$ cat config.mk
export PLATFORM = sky130hd
export DESIGN_NAME = fp_seq_divider_flat
export DESIGN_NICKNAME = d
export VERILOG_FILES = /design/src/rtl/fp_seq_divider_if.sv /design/src/rtl/fp_seq_divider.sv /design/src/flat_wrapper.sv
export SDC_FILE = /design/constraint.sdc
export NUM_CORES = 1
export LEC_CHECK = 0
export CAP_MARGIN = 20
export CORE_UTILIZATION = 65
export DETAILED_ROUTE_END_ITERATION = 7
export DONT_BUFFER_PORTS = 1
export PLACE_DENSITY = 0.77
export SETUP_SLACK_MARGIN = 0.2
export SYNTH_ARGS = -nofsm -noshare
export SYNTH_HDL_FRONTEND = slang
export SYNTH_SLANG_ARGS = --single-unit
$ cat constraint.sdc
create_clock -name clk -period 11.5 [get_ports clk]
set_input_delay 2.3 -clock clk [delete_from_list [all_inputs] [get_ports clk]]
set_output_delay 2.3 -clock clk [all_outputs]
set_load 0.02 [all_outputs]
$ cat src/rtl/fp_seq_divider_if.sv
// Request/result bundle for fp_seq_divider: operands in, quotient and status flags out.
interface fp_seq_divider_if #(
  parameter int unsigned EXP_W = 8,
  parameter int unsigned MAN_W = 23
);
  localparam int unsigned W = 1 + EXP_W + MAN_W;

  logic         start;
  logic [W-1:0] in1;
  logic [W-1:0] in2;
  logic         busy;
  logic         done;
  logic [W-1:0] final_val;
  logic [3:0]   flags;

  modport master (output start, in1, in2, input busy, done, final_val, flags);
  modport slave  (input start, in1, in2, output busy, done, final_val, flags);
endinterface

$ cat src/rtl/fp_seq_divider.sv
// Sequential IEEE-754 style divider: restoring shift-subtract, flush-to-zero, fixed latency.
// Define FP_DIV_RNE_EN for round-to-nearest-even; otherwise the quotient is truncated.
module fp_seq_divider #(
  parameter int unsigned EXP_W = 8,
  parameter int unsigned MAN_W = 23
) (
  input  logic             clk,
  input  logic             rst,
  fp_seq_divider_if.slave  bus
);
  localparam int unsigned W     = 1 + EXP_W + MAN_W;
  localparam int unsigned SIG_W = MAN_W + 1;
  localparam int unsigned Q_W   = MAN_W + 3;
  localparam int unsigned R_W   = MAN_W + 3;
  localparam int unsigned E_W   = EXP_W + 2;
  localparam int unsigned CNT_W = $clog2(Q_W + 1);
  localparam logic signed [E_W-1:0] BIAS = E_W'((1 << (EXP_W - 1)) - 1);
  localparam logic signed [E_W-1:0] EMAX = E_W'((1 << EXP_W) - 1);
  localparam logic [W-1:0] QNAN = {1'b0, {EXP_W{1'b1}}, 1'b1, {(MAN_W-1){1'b0}}};
`ifdef FP_DIV_RNE_EN
  localparam bit RNE = 1'b1;
`else
  localparam bit RNE = 1'b0;
`endif

  typedef enum logic [2:0] {IDLE, UNPACK, DIVIDE, NORM, PACK} state_t;

  state_t                  state;
  logic [W-1:0]            a_q, b_q;
  logic                    sign_q;
  logic                    special_q;
  logic [W-1:0]            special_res_q;
  logic [3:0]              special_flags_q;
  logic [R_W-1:0]          rem;
  logic [SIG_W-1:0]        div;
  logic [Q_W-1:0]          quo;
  logic [CNT_W-1:0]        cnt;
  logic signed [E_W-1:0]   exp_q;
  logic [MAN_W-1:0]        mant_q;

  // Operand classification and special-case result
  logic [EXP_W-1:0] ea, eb;
  logic [MAN_W-1:0] fa, fb;
  logic             sgn, a_zero, b_zero, a_inf, b_inf, a_nan, b_nan;
  logic             special;
  logic [W-1:0]     special_res;
  logic [3:0]       special_flags;

  always_comb begin
    ea     = a_q[W-2:MAN_W];
    eb     = b_q[W-2:MAN_W];
    fa     = a_q[MAN_W-1:0];
    fb     = b_q[MAN_W-1:0];
    sgn    = a_q[W-1] ^ b_q[W-1];
    a_zero = (ea == '0);
    b_zero = (eb == '0);
    a_inf  = (&ea) && (fa == '0);
    b_inf  = (&eb) && (fb == '0);
    a_nan  = (&ea) && (fa != '0);
    b_nan  = (&eb) && (fb != '0);
    special       = 1'b1;
    special_res   = {sgn, {(W-1){1'b0}}};
    special_flags = 4'b0000;
    if (a_nan || b_nan) begin
      special_res = QNAN;
    end else if ((a_zero && b_zero) || (a_inf && b_inf)) begin
      special_res   = QNAN;
      special_flags = 4'b1000;
    end else if (a_inf) begin
      special_res = {sgn, {EXP_W{1'b1}}, {MAN_W{1'b0}}};
    end else if (b_zero) begin
      special_res   = {sgn, {EXP_W{1'b1}}, {MAN_W{1'b0}}};
      special_flags = 4'b0100;
    end else if (b_inf || a_zero) begin
      special_res = {sgn, {(W-1){1'b0}}};
    end else begin
      special = 1'b0;
    end
  end

  // Normalise the quotient by at most one place, then round
  logic               msb, guard, sticky, round_up, carry;
  logic [SIG_W-1:0]   mant_pre;
  logic [SIG_W:0]     mant_sum;
  logic signed [E_W-1:0] exp_n;
  logic [MAN_W-1:0]   mant_n;

  always_comb begin
    msb      = quo[Q_W-1];
    mant_pre = msb ? quo[Q_W-1:2] : quo[Q_W-2:1];
    guard    = msb ? quo[1] : quo[0];
    sticky   = (msb & quo[0]) | (rem != '0);
    round_up = RNE & guard & (sticky | mant_pre[0]);
    mant_sum = {1'b0, mant_pre} + (SIG_W+1)'(round_up);
    carry    = mant_sum[SIG_W];
    mant_n   = carry ? mant_sum[MAN_W:1] : mant_sum[MAN_W-1:0];
    exp_n    = exp_q - E_W'(!msb) + E_W'(carry);
  end

  always_ff @(posedge clk or posedge rst) begin
    if (rst) begin
      state           <= IDLE;
      bus.busy        <= 1'b0;
      bus.done        <= 1'b0;
      bus.final_val   <= '0;
      bus.flags       <= '0;
      a_q             <= '0;
      b_q             <= '0;
      sign_q          <= 1'b0;
      special_q       <= 1'b0;
      special_res_q   <= '0;
      special_flags_q <= '0;
      rem             <= '0;
      div             <= '0;
      quo             <= '0;
      cnt             <= '0;
      exp_q           <= '0;
      mant_q          <= '0;
    end else begin
      bus.done <= 1'b0;
      case (state)
        IDLE: begin
          if (bus.start) begin
            a_q      <= bus.in1;
            b_q      <= bus.in2;
            bus.busy <= 1'b1;
            state    <= UNPACK;
          end
        end
        UNPACK: begin
          sign_q          <= sgn;
          special_q       <= special;
          special_res_q   <= special_res;
          special_flags_q <= special_flags;
          rem             <= R_W'({1'b1, fa});
          div             <= {1'b1, fb};
          quo             <= '0;
          cnt             <= '0;
          exp_q           <= E_W'(ea) - E_W'(eb) + BIAS;
          state           <= DIVIDE;
        end
        DIVIDE: begin
          if (rem >= R_W'(div)) begin
            rem <= (rem - R_W'(div)) << 1;
            quo <= {quo[Q_W-2:0], 1'b1};
          end else begin
            rem <= rem << 1;
            quo <= {quo[Q_W-2:0], 1'b0};
          end
          cnt <= cnt + CNT_W'(1);
          if (cnt == CNT_W'(Q_W - 1)) state <= NORM;
        end
        NORM: begin
          exp_q  <= exp_n;
          mant_q <= mant_n;
          state  <= PACK;
        end
        PACK: begin
          if (special_q) begin
            bus.final_val <= special_res_q;
            bus.flags     <= special_flags_q;
          end else if (exp_q >= EMAX) begin
            bus.final_val <= {sign_q, {EXP_W{1'b1}}, {MAN_W{1'b0}}};
            bus.flags     <= 4'b0010;
          end else if (exp_q[E_W-1] || (exp_q == '0)) begin
            bus.final_val <= {sign_q, {(W-1){1'b0}}};
            bus.flags     <= 4'b0001;
          end else begin
            bus.final_val <= {sign_q, exp_q[EXP_W-1:0], mant_q};
            bus.flags     <= 4'b0000;
          end
          bus.done <= 1'b1;
          bus.busy <= 1'b0;
          state    <= IDLE;
        end
        default: state <= IDLE;
      endcase
    end
  end
endmodule

$ cat src/flat_wrapper.sv
// flat-port wrapper written by rule: the top's interface ports become plain ports
module fp_seq_divider_flat 
#(
  parameter int unsigned EXP_W = 8,
  parameter int unsigned MAN_W = 23
)
  (clk, rst, bus_start, bus_in1, bus_in2, bus_busy, bus_done, bus_final_val, bus_flags);
  fp_seq_divider_if #(.EXP_W(EXP_W), .MAN_W(MAN_W)) bus_i ();
  input  logic clk;
  input  logic rst;
  input wire logic [$bits(bus_i.start)-1:0] bus_start;
  input wire logic [$bits(bus_i.in1)-1:0] bus_in1;
  input wire logic [$bits(bus_i.in2)-1:0] bus_in2;
  output wire logic [$bits(bus_i.busy)-1:0] bus_busy;
  output wire logic [$bits(bus_i.done)-1:0] bus_done;
  output wire logic [$bits(bus_i.final_val)-1:0] bus_final_val;
  output wire logic [$bits(bus_i.flags)-1:0] bus_flags;
  assign bus_i.start = bus_start;
  assign bus_i.in1 = bus_in1;
  assign bus_i.in2 = bus_in2;
  assign bus_busy = bus_i.busy;
  assign bus_done = bus_i.done;
  assign bus_final_val = bus_i.final_val;
  assign bus_flags = bus_i.flags;
  fp_seq_divider #(.EXP_W(EXP_W), .MAN_W(MAN_W)) u_core (.clk(clk), .rst(rst), .bus(bus_i));
endmodule
==> impl_results.md <==
* Status: finished clean
* Final WL at roughly 23000 um
* Reg2Reg Depth at 13
* DRT iter0 DRCs at 609
* Chip width at about 130 um
* CP endpoint kind: async pin
* Worst-Skew Late Latency at about 0.51 ns
* Kind of critical path: input pin to async pin
* Peak Freq at 262.2 MHz
* Die ar. at roughly 18000 um^2
* H-Tree Depth at 1
* Placed cell area at 11290 um^2
* Sw power at 0.001682 W
* Clock sinks at 226
* Post-synth cell types at between 60 and 70
* Drt wl/cell at 18.10 um
* Max VDD drop at 0.0002076 V
* CTS max path bufs at 3
* Power share of the combinational group at 46.6%
* Largest area contributor in the netlist: dfrtp_1
* Hold Startpoint: u_core.special_flags_q[2]
* Register-to-register setup slack at 7.91 ns
* TritonCTS clock tree: yes
* Final GP Congestion at 0.9234
* PD cells at 337.3 nW/um^2
* Worst r2r dst: u_core.rem[1]
* Rows at between 40 and 50
* CTS Buf Count at 24
* Register area share after synthesis at 50.73%
* Setup TNS at 0 ns
* Final core utilization at 72.99%
* Worst path required time at 12.05 ns
* Pre-antenna DRT Iters at 5
* Antenna violations before repair at 0
* Fin nets at roughly 1200
* Root Buffer: clkbuf_16
* Initial Util at 66.99%
* Post-CTS Setup Bufs at 0
* Min setup slack post-route at 7.686 ns
* HPWL Detailed at 15670 um
* Final setup violating endpoints at 0
* Seq pwr share at 33.7%
* Syn Std Cell Area at 11150 um^2
* Worst min path class: flop to flop
* Hold-fix buffers, CTS at 0
* Worst Tran Pin Value at about 0.92 ns
* Slew margin rel. at 38.79%
* Ys Warns at 0
* Internal at about 0.0024 W
* Via Count at roughly 8000
* Commonest non-fill, non-tap cell in the layout: dfrtp_1
* I/O pin cnt at 105
* GRT Overall Usage at ~27%
* Startpoint types: input pin
* Core region area at 16640 um^2
* Worst hold path endpoint: u_core.special_flags_q[2]
* FF-to-FF Start: u_core.rem[0]
* Number of global-route vias before repair at 7882
* Design area at 12150 um^2
* Pre-CTS setup slack at approximately 7 ns
* Die height at 133.0 um
* Crit-path max FO at 94
* Max-capacitance violation count at 0
* Commonest cells after routing, fill and taps aside: dfrtp_1 (226), nand2_1 (132), o21ai_0 (70), a21oi_1 (55)
* Synth Register Bits at between 200 and 250
* Post-route ant nets at 0
* Clock Power Share at between 10% and 20%
* First-pass GRT wire length at 39030 um
* Remaining Overflow, GRT at 0
* Final Hold Vio Count at 0
* Port Buf Inserts at 0
* RSZ-0062 raised after global routing: no
* WHS Path Cells at 2
* Cts repair resizes at 0
* Slew Limit Fails at 0
* Leak at ~5.4 nW
* Fraction of layout cells with a size suffix above 1 at 9.962%
* DRC errors left at 0
* Minimum clock period at 3.814 ns
* Final Cycle Share at roughly a third
* Clk slew on worst S/H paths at around 0.060 ns
* Antenna cells at 0
* Synthesized area per cell at 10.46 um^2
* Area Overhead vs Synth at 8.967%
* Post-synth net total at 1172
* Crit. Startpoint: rst
* Clock skew at 0.01183 ns
* Largest net degree at the start of global routing at 95
* Switching share of power at between 40% and 50%
* Vias per inst at 6.201
* Post-synth ARST share at 100.0%
* Ys flop type: dfrtp_1
* Ranking of synthesized cells by area: dfrtp_1 (51%), nand2_1 (4.4%), ha_1 (4.3%), mux2i_1 (4.2%), mux2_2 (4.1%)
* Post-synth EDFFs at 0
* Synth top area share at about half
* Worst EP arrival at around 4.4 ns
* Post-Syn Instances at 1066
worst max-delay path: stages:
cell   delay (ns)
inv_8        0.42
buf_4        0.83
buf_4        0.73
sequential cells by signal, summed over array words and instances, names as in the netlist:
register	cells
u_core.special_res_q	3
u_core.a_q	32
u_core.quo	26
u_core.sign_q	1
u_core.bus.done	1
u_core.cnt	5
u_core.bus.flags	4
u_core.special_q	1
u_core.exp_q	10
u_core.special_flags_q	2
u_core.bus.busy	1
u_core.b_q	32
u_core.bus.final_val	32
u_core.rem	26
u_core.state	3
u_core.div	24
u_core.mant_q	23
metrics by stage:
| step | power [W] | hold WS, ns | cells |
|---|---|---|---|
| floorplan | 0.002871 | 0.4181 | 1066 |
| global placement | 0.003200 | 0.4346 | 1240 |
| detailed placement | 0.003266 | 0.4565 | 1240 |
| CTS | 0.004097 | 0.4816 | 1283 |
| global route | 0.004398 | 0.4992 | 1284 |
| finish | 0.004098 | 0.4755 | 1284 |
routing by layer:
metal	vias up	wire (um)	part of all wire, %	global-route usage [%]
met4	0	619	2.7	8.876
li1	3806	-	-	-
met5	-	0	0	0
met3	48	1197	5.2	4.253
met2	221	11160	48	45.67
met1	3887	10260	44	36.75
power by group through the flow:
stage	Combinational (W)	Sequential, W	Clock, W
after floorplan	0.00158	0.00129	0
after global routing	0.00213	0.00142	0.000854
after CTS	0.00190	0.00138	0.000821
after global placement	0.00183	0.00137	0
final	0.00191	0.00138	0.000808
after detailed placement	0.00188	0.00139	0
synthesized netlist by cell type (all sizes together) (2+ instances only):
master,n
dfrtp,226
nand2,132
o21ai,91
mux2,56
a21oi,55
clkbuf,49
inv,49
a22o,47
mux2i,47
ha,38
nor2,36
nor4,22
xnor2,19
o22ai,18
a21o,17
nor3,16
nand3,14
xor2,14
nand4,13
and3,11
a221o,9
nor2b,9
buf,7
o31ai,7
and2,6
a211oi,5
a21boi,5
a31oi,5
o211ai,5
nand2b,4
o21a,4
o21bai,4
or2,4
a221oi,3
nand3b,3
nand4b,3
o221ai,2
kinds of logic after synthesis:
family          synth area share, %
compound gates                16.98
simple gates                  11.56
flops                         50.73
buf+inv                       3.726
mux                           9.876
fa+ha+maj                     4.534
xor+xnor                      2.593
worst max path at each step:
stage	end	slack (ns)	depth (start not counted)
2_1_floorplan	u_core.a_q[0]	3.01	1
3_3_place_gp	u_core.b_q[6]	7.07	3
3_5_place_dp	u_core.a_q[6]	7.02	3
4_1_cts	u_core.a_q[6]	7.56	3
5_1_grt	u_core.a_q[3]	7.28	3
6_report	u_core.rem[8]	7.69	3
area by class of cell:
type / instances / area (um^2)
Timing Repair Buffer: 11 / 90.09
Multi-Input combinational cell: 735 / 5092
Inverter: 49 / 191.4
Clock inverter: 7 / 116.4
Fill cell: 1197 / 4494
Tap cell: 220 / 275.3
Sequential cell: 226 / 5655
Clock buffer: 36 / 726.9
No activity file was read; power rests on OpenSTA's default activity.
